[config.mk]
export PLATFORM = sky130hd
export DESIGN_NAME = mem_stage_lsu
export DESIGN_NICKNAME = d
export VERILOG_FILES = /design/src/rtl/lsu_pkg.sv /design/src/rtl/lsu_data_align.sv /design/src/rtl/mem_stage_lsu.sv
export SDC_FILE = /design/constraint.sdc
export NUM_CORES = 1
export LEC_CHECK = 0
export CORE_AREA = 2 2 111 113
export DETAILED_ROUTE_END_ITERATION = 10
export DIE_AREA = 0 0 113 115
export GPL_TIMING_DRIVEN = 0
export PLACE_DENSITY = 0.77
export SYNTH_ARGS = -nofsm -noshare
export SYNTH_HDL_FRONTEND = slang
export SYNTH_SLANG_ARGS = --single-unit
[constraint.sdc]
create_clock -name clk -period 2 [get_ports clk]
set_input_delay 0.4 -clock clk [delete_from_list [all_inputs] [get_ports clk]]
set_output_delay 0.4 -clock clk [all_outputs]
set_load 0.05 [all_outputs]
[src/rtl/lsu_pkg.sv]
// Shared definitions for the MEM-stage load/store unit.
package lsu_pkg;

  // funct3 access-size encodings shared by loads and stores
  localparam logic [2:0] F3_B  = 3'b000;
  localparam logic [2:0] F3_H  = 3'b001;
  localparam logic [2:0] F3_W  = 3'b010;
  localparam logic [2:0] F3_BU = 3'b100;
  localparam logic [2:0] F3_HU = 3'b101;

  localparam logic [31:0] ZERO32 = 32'h0000_0000;

  typedef enum logic [1:0] {
    S_IDLE,
    S_REQ,
    S_RESP,
    S_DONE
  } lsu_state_e;

endpackage

[src/rtl/lsu_data_align.sv]
// Byte-lane steering for the LSU: store byte enables and lane replication,
// misalignment detection, and load lane select with sign/zero extension.
module lsu_data_align
  import lsu_pkg::*;
(
  input  logic [2:0]  funct3,
  input  logic [1:0]  addr_lo,
  input  logic [31:0] store_data,
  input  logic [31:0] rdata,
  output logic [3:0]  be,
  output logic [31:0] wdata,
  output logic        misaligned,
  output logic [31:0] load_data
);

  logic [7:0]  lane_byte;
  logic [15:0] lane_half;

  // Pick the addressed byte and halfword out of the returned word
  always_comb begin
    lane_byte = rdata[7:0];
    case (addr_lo)
      2'd0:    lane_byte = rdata[7:0];
      2'd1:    lane_byte = rdata[15:8];
      2'd2:    lane_byte = rdata[23:16];
      default: lane_byte = rdata[31:24];
    endcase
    lane_half = addr_lo[1] ? rdata[31:16] : rdata[15:0];
  end

  // Size-dependent enables, replication, alignment check and extension
  always_comb begin
    be         = 4'b1111;
    wdata      = store_data;
    misaligned = |addr_lo;
    load_data  = rdata;
    case (funct3)
      F3_B, F3_BU: begin
        be         = 4'b0001 << addr_lo;
        wdata      = {4{store_data[7:0]}};
        misaligned = 1'b0;
        load_data  = (funct3 == F3_B) ? {{24{lane_byte[7]}}, lane_byte}
                                      : {24'h000000, lane_byte};
      end
      F3_H, F3_HU: begin
        be         = addr_lo[1] ? 4'b1100 : 4'b0011;
        wdata      = {2{store_data[15:0]}};
        misaligned = addr_lo[0];
        load_data  = (funct3 == F3_H) ? {{16{lane_half[15]}}, lane_half}
                                      : {16'h0000, lane_half};
      end
      default: begin
        be         = 4'b1111;
        wdata      = store_data;
        misaligned = |addr_lo;
        load_data  = rdata;
      end
    endcase
  end

endmodule

[src/rtl/mem_stage_lsu.sv]
// MEM-stage load/store unit: drives a single-outstanding req/gnt/rvalid
// data bus and produces the MEM/WB slot, bubbling it while stalled.
module mem_stage_lsu #(
  parameter int unsigned RESP_TIMEOUT = 255,
  parameter int unsigned TMO_W        = 8
) (
  input  logic        clk,
  input  logic        rst,
  input  logic        valid_in,
  input  logic [31:0] alu_result_in,
  input  logic [31:0] store_data_in,
  input  logic [4:0]  rd_in,
  input  logic        wb_reg_file_in,
  input  logic        memtoreg_in,
  input  logic        mem_read_in,
  input  logic        mem_write_in,
  input  logic [2:0]  funct3_in,
  output logic        dmem_req,
  output logic        dmem_we,
  output logic [31:0] dmem_addr,
  output logic [31:0] dmem_wdata,
  output logic [3:0]  dmem_be,
  input  logic        dmem_gnt,
  input  logic        dmem_rvalid,
  input  logic [31:0] dmem_rdata,
  output logic        stall_out,
  output logic [31:0] alu_result_out,
  output logic [31:0] load_data_out,
  output logic [4:0]  rd_out,
  output logic        wb_reg_file_out,
  output logic        memtoreg_out,
  output logic        misalign_err,
  output logic        bus_err
);

  import lsu_pkg::*;

  localparam logic [TMO_W-1:0] TMO_LAST = TMO_W'(RESP_TIMEOUT - 1);

  lsu_state_e       state;
  logic [31:0]      load_buf;
  logic [TMO_W-1:0] tmo_cnt;
  logic             done_err;

  logic        is_load;
  logic        is_store;
  logic        mem_op;
  logic        misaligned;
  logic        access;
  logic        bubble;
  logic [31:0] ext_data;

  assign is_load  = valid_in & mem_read_in;
  assign is_store = valid_in & mem_write_in & ~mem_read_in;
  assign mem_op   = is_load | is_store;
  assign access   = mem_op & ~misaligned;

  lsu_data_align u_align (
    .funct3     (funct3_in),
    .addr_lo    (alu_result_in[1:0]),
    .store_data (store_data_in),
    .rdata      (dmem_rdata),
    .be         (dmem_be),
    .wdata      (dmem_wdata),
    .misaligned (misaligned),
    .load_data  (ext_data)
  );

  assign dmem_addr      = {alu_result_in[31:2], 2'b00};
  assign dmem_we        = dmem_req & is_store;
  assign alu_result_out = alu_result_in;
  assign rd_out         = rd_in;
  assign wb_reg_file_out = wb_reg_file_in & ~bubble;
  assign memtoreg_out    = memtoreg_in & ~bubble;

  // Bus request, stall and bubble decode; reset forces the idle bubble
  always_comb begin
    dmem_req      = 1'b0;
    stall_out     = 1'b0;
    bubble        = 1'b0;
    load_data_out = ZERO32;
    case (state)
      S_IDLE: begin
        if (access) begin
          dmem_req  = 1'b1;
          stall_out = is_load | ~dmem_gnt;
          bubble    = 1'b1;
        end else if (!valid_in || mem_op) begin
          bubble = 1'b1;
        end
      end
      S_REQ: begin
        dmem_req  = 1'b1;
        stall_out = is_load | ~dmem_gnt;
        bubble    = 1'b1;
      end
      S_RESP: begin
        stall_out = 1'b1;
        bubble    = 1'b1;
      end
      S_DONE: begin
        load_data_out = load_buf;
        bubble        = done_err | ~valid_in;
      end
      default: bubble = 1'b1;
    endcase
    if (rst) begin
      dmem_req      = 1'b0;
      stall_out     = 1'b0;
      bubble        = 1'b1;
      load_data_out = ZERO32;
    end
  end

  // Access FSM, response timeout, load buffer and error pulses
  always_ff @(posedge clk) begin
    if (rst) begin
      state        <= S_IDLE;
      load_buf     <= ZERO32;
      tmo_cnt      <= '0;
      done_err     <= 1'b0;
      misalign_err <= 1'b0;
      bus_err      <= 1'b0;
    end else begin
      misalign_err <= (state == S_IDLE) & mem_op & misaligned;
      bus_err      <= 1'b0;
      case (state)
        S_IDLE: begin
          if (access) begin
            if (is_load && dmem_gnt) begin
              state   <= S_RESP;
              tmo_cnt <= '0;
            end else if (!dmem_gnt) begin
              state <= S_REQ;
            end
          end
        end
        S_REQ: begin
          if (dmem_gnt) begin
            if (is_load) begin
              state   <= S_RESP;
              tmo_cnt <= '0;
            end else begin
              state <= S_IDLE;
            end
          end
        end
        S_RESP: begin
          if (dmem_rvalid) begin
            load_buf <= ext_data;
            done_err <= 1'b0;
            state    <= S_DONE;
          end else if (tmo_cnt >= TMO_LAST) begin
            load_buf <= ZERO32;
            done_err <= 1'b1;
            bus_err  <= 1'b1;
            state    <= S_DONE;
          end else if (tmo_cnt != '1) begin
            tmo_cnt <= tmo_cnt + TMO_W'(1);
          end
        end
        S_DONE: begin
          done_err <= 1'b0;
          state    <= S_IDLE;
        end
        default: state <= S_IDLE;
      endcase
    end
  end

endmodule

Yosys cells after proc, flatten, opt, wreduce, memory -nomap -nowiden
Index checks and enable logic that the tools add are counted.
{"block": "word_totals", "register_bits": 45, "out_inout_bits": 144, "memories": 0, "latch_bits": 0, "word_cells": 106, "input_bits": 113, "ram_bits": 0, "rom_bits": 0}
{"block": "classes", "n_eq_ne": 18, "n_div": 0, "multipliers": 0, "magnitude_cmp": 1, "n_shift": 1, "muxes": 43, "bitwise": 18, "reduce_logical": 18, "add_sub_neg": 1}
{"operator": "2-to-1 mux 32 bit", "count": 6}
{"operator": "case mux 32 bit (2 select lines)", "count": 2}
{"operator": "2-to-1 mux 8 bit", "count": 7}
{"operator": "case mux 8 bit (3 select lines)", "count": 2}
{"operator": "2-to-1 mux 16 bit", "count": 1}
{"operator": "2-to-1 mux 2 bit", "count": 7}
{"operator": "!= test 2 bit, second input constant", "count": 6}
{"operator": "2-to-1 mux 1 bit", "count": 10}
{"operator": "bitwise AND 1 bit", "count": 9}
{"operator": "adder 8 x 1 -> 8 bit, second input constant", "count": 1}
{"operator": "greater-or-equal comparator 8 bit, second input constant", "count": 1}
{"operator": "!= test 8 bit, second input constant", "count": 1}
{"operator": "case mux 2 bit (4 select lines)", "count": 1}
{"operator": "case mux 4 bit (2 select lines)", "count": 1}
{"operator": "AND reduction 8 bit", "count": 1}
{"operator": "OR reduction 2 bit", "count": 4}
{"operator": "equality test 2 bit, second input constant", "count": 3}
{"operator": "equality test 3 bit, second input constant", "count": 2}
{"operator": "inverter 1 bit", "count": 6}
{"operator": "case mux 1 bit (2 select lines)", "count": 3}
{"operator": "case mux 1 bit (3 select lines)", "count": 2}
{"operator": "equality test 2 x 1 -> 1 bit, second input constant", "count": 2}
{"operator": "logical NOT 2 bit", "count": 2}
{"operator": "2-to-1 mux 4 bit", "count": 1}
{"operator": "other kinds (15)", "count": 19}

Longest topological paths before layout
{"block": "logic_depth", "depth_word": 10, "depth_mapped": 9, "mapped_depth_nobuf": 6}

Hierarchy
From an unflattened synthesis, not the netlist that was laid out.
{"block": "hier_totals", "hier_cells": 466, "hier_area_um2": 3892.5}
{"mod": "mem_stage_lsu", "area_each_um2": 2643.8, "seq_area_each_um2": 900.9, "cells_per_inst": 298, "n_inst": 1}
{"mod": "lsu_data_align", "area_each_um2": 1248.7, "seq_area_each_um2": 0.0, "cells_per_inst": 168, "n_inst": 1}

Least setup slack after synthesis
OpenSTA, ideal clock, no wires.
{"block": "synth_path", "path_kind": "register to output", "start": "reg state[0]", "end": "out dmem_we", "path_slack_ps": -1068, "path_stages_with_launch": 7, "t_arrival_ps": 2668, "required_ps": 1600, "n_path_buf": 1, "cell_sequence": "dfxtp_1 inv_1 ha_1 clkbuf_1 o211a_1 a31oi_1 nor4_1"}
{"block": "synth_between", "elab_chain_len": 4, "elab_cells_between_ends": 5, "cone_classes": "eq/ne: 1; mux: 2; bitwise: 1; reduce/logical: 1"}
{"item": "from (decl)", "line_no": "mem_stage_lsu.sv:40", "rtl": "lsu_state_e state;"}
{"item": "from (signal assigned)", "line_no": "mem_stage_lsu.sv:118", "rtl": "state <= S_IDLE;"}
{"item": "from (signal assigned)", "line_no": "mem_stage_lsu.sv:131", "rtl": "state <= S_RESP;"}
{"item": "from (signal assigned)", "line_no": "mem_stage_lsu.sv:134", "rtl": "state <= S_REQ;"}
{"item": "equality test 2 x 1 -> 1 bit / logical NOT 2 bit (equally long branches)", "line_no": "mem_stage_lsu.sv:82", "rtl": "case (state)"}
{"item": "case mux 1 bit (2 select lines) (*)", "line_no": "mem_stage_lsu.sv:82"}
{"item": "2-to-1 mux 1 bit (*)", "line_no": "mem_stage_lsu.sv:107", "rtl": "if (rst) begin"}
{"item": "bitwise AND 1 bit (*)", "line_no": "mem_stage_lsu.sv:70", "rtl": "assign dmem_we = dmem_req & is_store;"}
{"item": "to (decl)", "line_no": "mem_stage_lsu.sv:19", "rtl": "output logic dmem_we,"}
Every way passes the cells marked *; elsewhere a longest branch is shown, timed or not.

Worst setup path after layout
{"block": "layout_path", "start": "reg state[0]", "end": "out stall_out"}
{"block": "layout_between", "elab_chain_len": 3, "elab_cells_between_ends": 5, "cone_classes": "eq/ne: 2; mux: 2; reduce/logical: 1"}
{"item": "equality test 2 bit (tied with other cells)", "line_no": "mem_stage_lsu.sv:82"}
{"item": "case mux 1 bit (3 select lines) (*)", "line_no": "mem_stage_lsu.sv:82"}
{"item": "2-to-1 mux 1 bit (*)", "line_no": "mem_stage_lsu.sv:107"}
{"item": "to (decl)", "line_no": "mem_stage_lsu.sv:26", "rtl": "output logic stall_out,"}
Marks and branches as above.

==> impl_metrics.json <==
{
  "power_density_mw_per_mm2": 584,
  "synth.distinct_cells": 59,
  "synth-edff-count": 0,
  "ioPinCount": 257,
  "antenna_found_initial": 0,
  "setup_ws_ps": -252,
  "async_reset_ff_frac": 0,
  "dpl.hpwl_mm": 11.6,
  "violations": "design-rule violations, negative setup slack",
  "cts_buffers": 5,
  "setup_viol": 19,
  "yosys_most_used_dff": "dfxtp_1",
  "ys_warn_count": 0,
  "core_mm2": 0.0118,
  "power_mw": 4.02,
  "grt_first_pass_wirelength_mm": 22.4,
  "cts.sinks": 45,
  "finalCritPeriodShare": 1.13,
  "leakagePower_nw": 2.89,
  "ff_latch_area_um2": 910,
  "min_path_type": "flop to flop",
  "firstDrtPassIters": 9,
  "arrival_ps": 1850,
  "critPathCaptureType": "output port",
  "fp.dieW_um": 113,
  "drv_cap": 0,
  "fin_area_mm2": 0.00689,
  "critPathMaxFanout": 5,
  "numPortBuffers": 218,
  "ir_drop_uv": 379,
  "post_route_cells_drive_above_1_share": 0.420,
  "start_util": 0.323,
  "area_growth_pct": 80.5,
  "wl_per_cell_um": 17.8,
  "syn_inst": 455,
  "fill_cells": 1019,
  "syn-mean-instance-area_um2": 8.39,
  "dp.cells": 821,
  "grt_setup_unrepaired": "yes",
  "clk_latency_ps": 290,
  "finalMaxSlewViolations": 0,
  "ant_nets": 0,
  "grt_max_degree": 17,
  "viasPerCell": 5.25,
  "cts_tree": "yes",
  "cts-root-buf": "clkbuf_16",
  "hold_viol": 0,
  "cts.path.max_buffers": 2,
  "cp.required_ps": 1600,
  "h-tree-depth": 2,
  "ys_ff_latch": 45,
  "max_freq_ghz": 0.444,
  "drcViolationCount": 13,
  "max_slew_margin": 0.646,
  "most-common-layout-cells": "buf_4 (142), clkdlybuf4s50_1 (134), dfxtp_1 (42)",
  "place_congestion": 0.876,
  "grt_use_total": 0.213,
  "grt_pass1_vias": 4377,
  "grt-ovfl-total": 0,
  "vias": 4509,
  "postPlaceCellArea_mm2": 0.00626,
  "multi_input_area_mm2": 0.00245,
  "startpoint_type": "flop",
  "drt-total-wl_mm": 15.3,
  "fin_nets": 830,
  "fin_worst_skew_ps": 6.47,
  "worstSetupPathType": "flop to output port",
  "worstMarginPinSlew_ps": 529,
  "period_needed_ps": 2250,
  "clk_pin_slew_ps": 70,
  "n_antenna_cell": 0,
  "instances_no_fill": 859,
  "die_area_mm2": 0.0130,
  "first_iter_violations": 301,
  "fp-row-count": 40,
  "final_common_cell": "buf_4",
  "outcome": "finished, violations left",
  "die_y_um": 115,
  "dp_slack_ps": -1720,
  "netlist_area_mm2": 0.00382,
  "synth-seq-area-share": 0.236
}
-- cell usage after synthesis, types with 3 or more instances --
cell type	instances	area, um2
buf_4	78	586
a221o_1	17	170
nor3_1	7	35.0
nor3b_1	7	52.6
o2bb2ai_1	8	70.1
a21oi_1	13	65.1
nor2b_1	19	119
o21bai_1	3	22.5
nor2_1	5	18.8
nand2_1	21	78.8
buf_2	8	40.0
mux2_2	24	270
a21o_1	4	30.0
o21ai_0	13	65.1
dfxtp_1	45	901
nand4_1	4	25.0
inv_1	10	37.5
o32ai_1	4	35.0
nand2b_1	5	31.3
mux2i_1	11	110
and3_1	8	50.1
and2_1	28	175
clkbuf_1	20	75.1
ha_1	6	75.1
o211ai_1	16	120
nand3_1	14	70.1
a221oi_1	7	61.3
-- stage by stage --
stage	hold WS [ps]	util	TNS, ps
floorplan	424	-	-634
global placement	445	0.530	-92080
detailed placement	444	0.530	-95950
CTS	459	0.557	-1140
global route	482	0.583	-2470
finish	462	0.583	-1340
-- logic make-up after synthesis --
kind of cell / synth area share
AND/OR/NAND/NOR: 0.206
buffers and inverters: 0.204
AO/OA/AOI/OAI: 0.228
flip-flops: 0.236
multiplexers: 0.106
adder cells (fa/ha/maj): 0.0197
other: 0.000983
-- registers in the layout (all words and copies together), names as in the netlist --
name	cells
load_buf	32
tmo_cnt	8
state	2
bus_err	1
done_err	1
misalign_err	1
-- power by group --
group	total (mW)	internal (mW)	switching [mW]
logic	2.24	0.996	1.24
registers	0.959	0.930	0.0289
clock network	0.827	0.463	0.364
total	4.02	2.39	1.63
-- layer usage --
layer,GRT usage,wire (um),vias up
met5,0,0,-
li1,-,-,2102
met2,0.389,7880,269
met3,0.0469,1360,28
met4,0.0634,296,0
met1,0.250,5760,2110
-- path summary, 6_finish.rpt --
path	startpoint	end	slack [ps]	cells past startpoint
worst max register to register	state[0]	load_buf[24]	-70	10
worst max-delay path	state[0]	stall_out	-250	8
worst min-delay path	load_buf[7]	load_buf[7]	460	1
worst min register to register	load_buf[7]	load_buf[7]	460	1
-- worst max-delay path: stages, from the launching register on --
cell and delay, ps:
dfxtp_4 370, inv_4 60, ha_4 140, buf_8 110, o211a_4 170, a31oi_4 100, a21o_1 200, a211oi_4 220
buf_6 190
-- repair_timing --
item | 4_1_cts | 5_1_grt
cloned | 1 | 1
gates resized for setup | 474 | 72
setup buffers | 15 | 20
hold buffers | 0 | 0
setup endpoints to repair | 109 | 96
pin swaps | 10 | 26
-- area by class of cell --
type / instances / share of cell area
multi-input cells: 290 / 0.356
repair buffers: 253 / 0.335
well taps: 147 / 0.0267
clock buffers: 5 / 0.0182
plain buffers: 105 / 0.121
clock inverters: 3 / 0.00327
inverters: 11 / 0.00690
flip-flops and latches: 45 / 0.132
(Power assumes the default switching activity.)
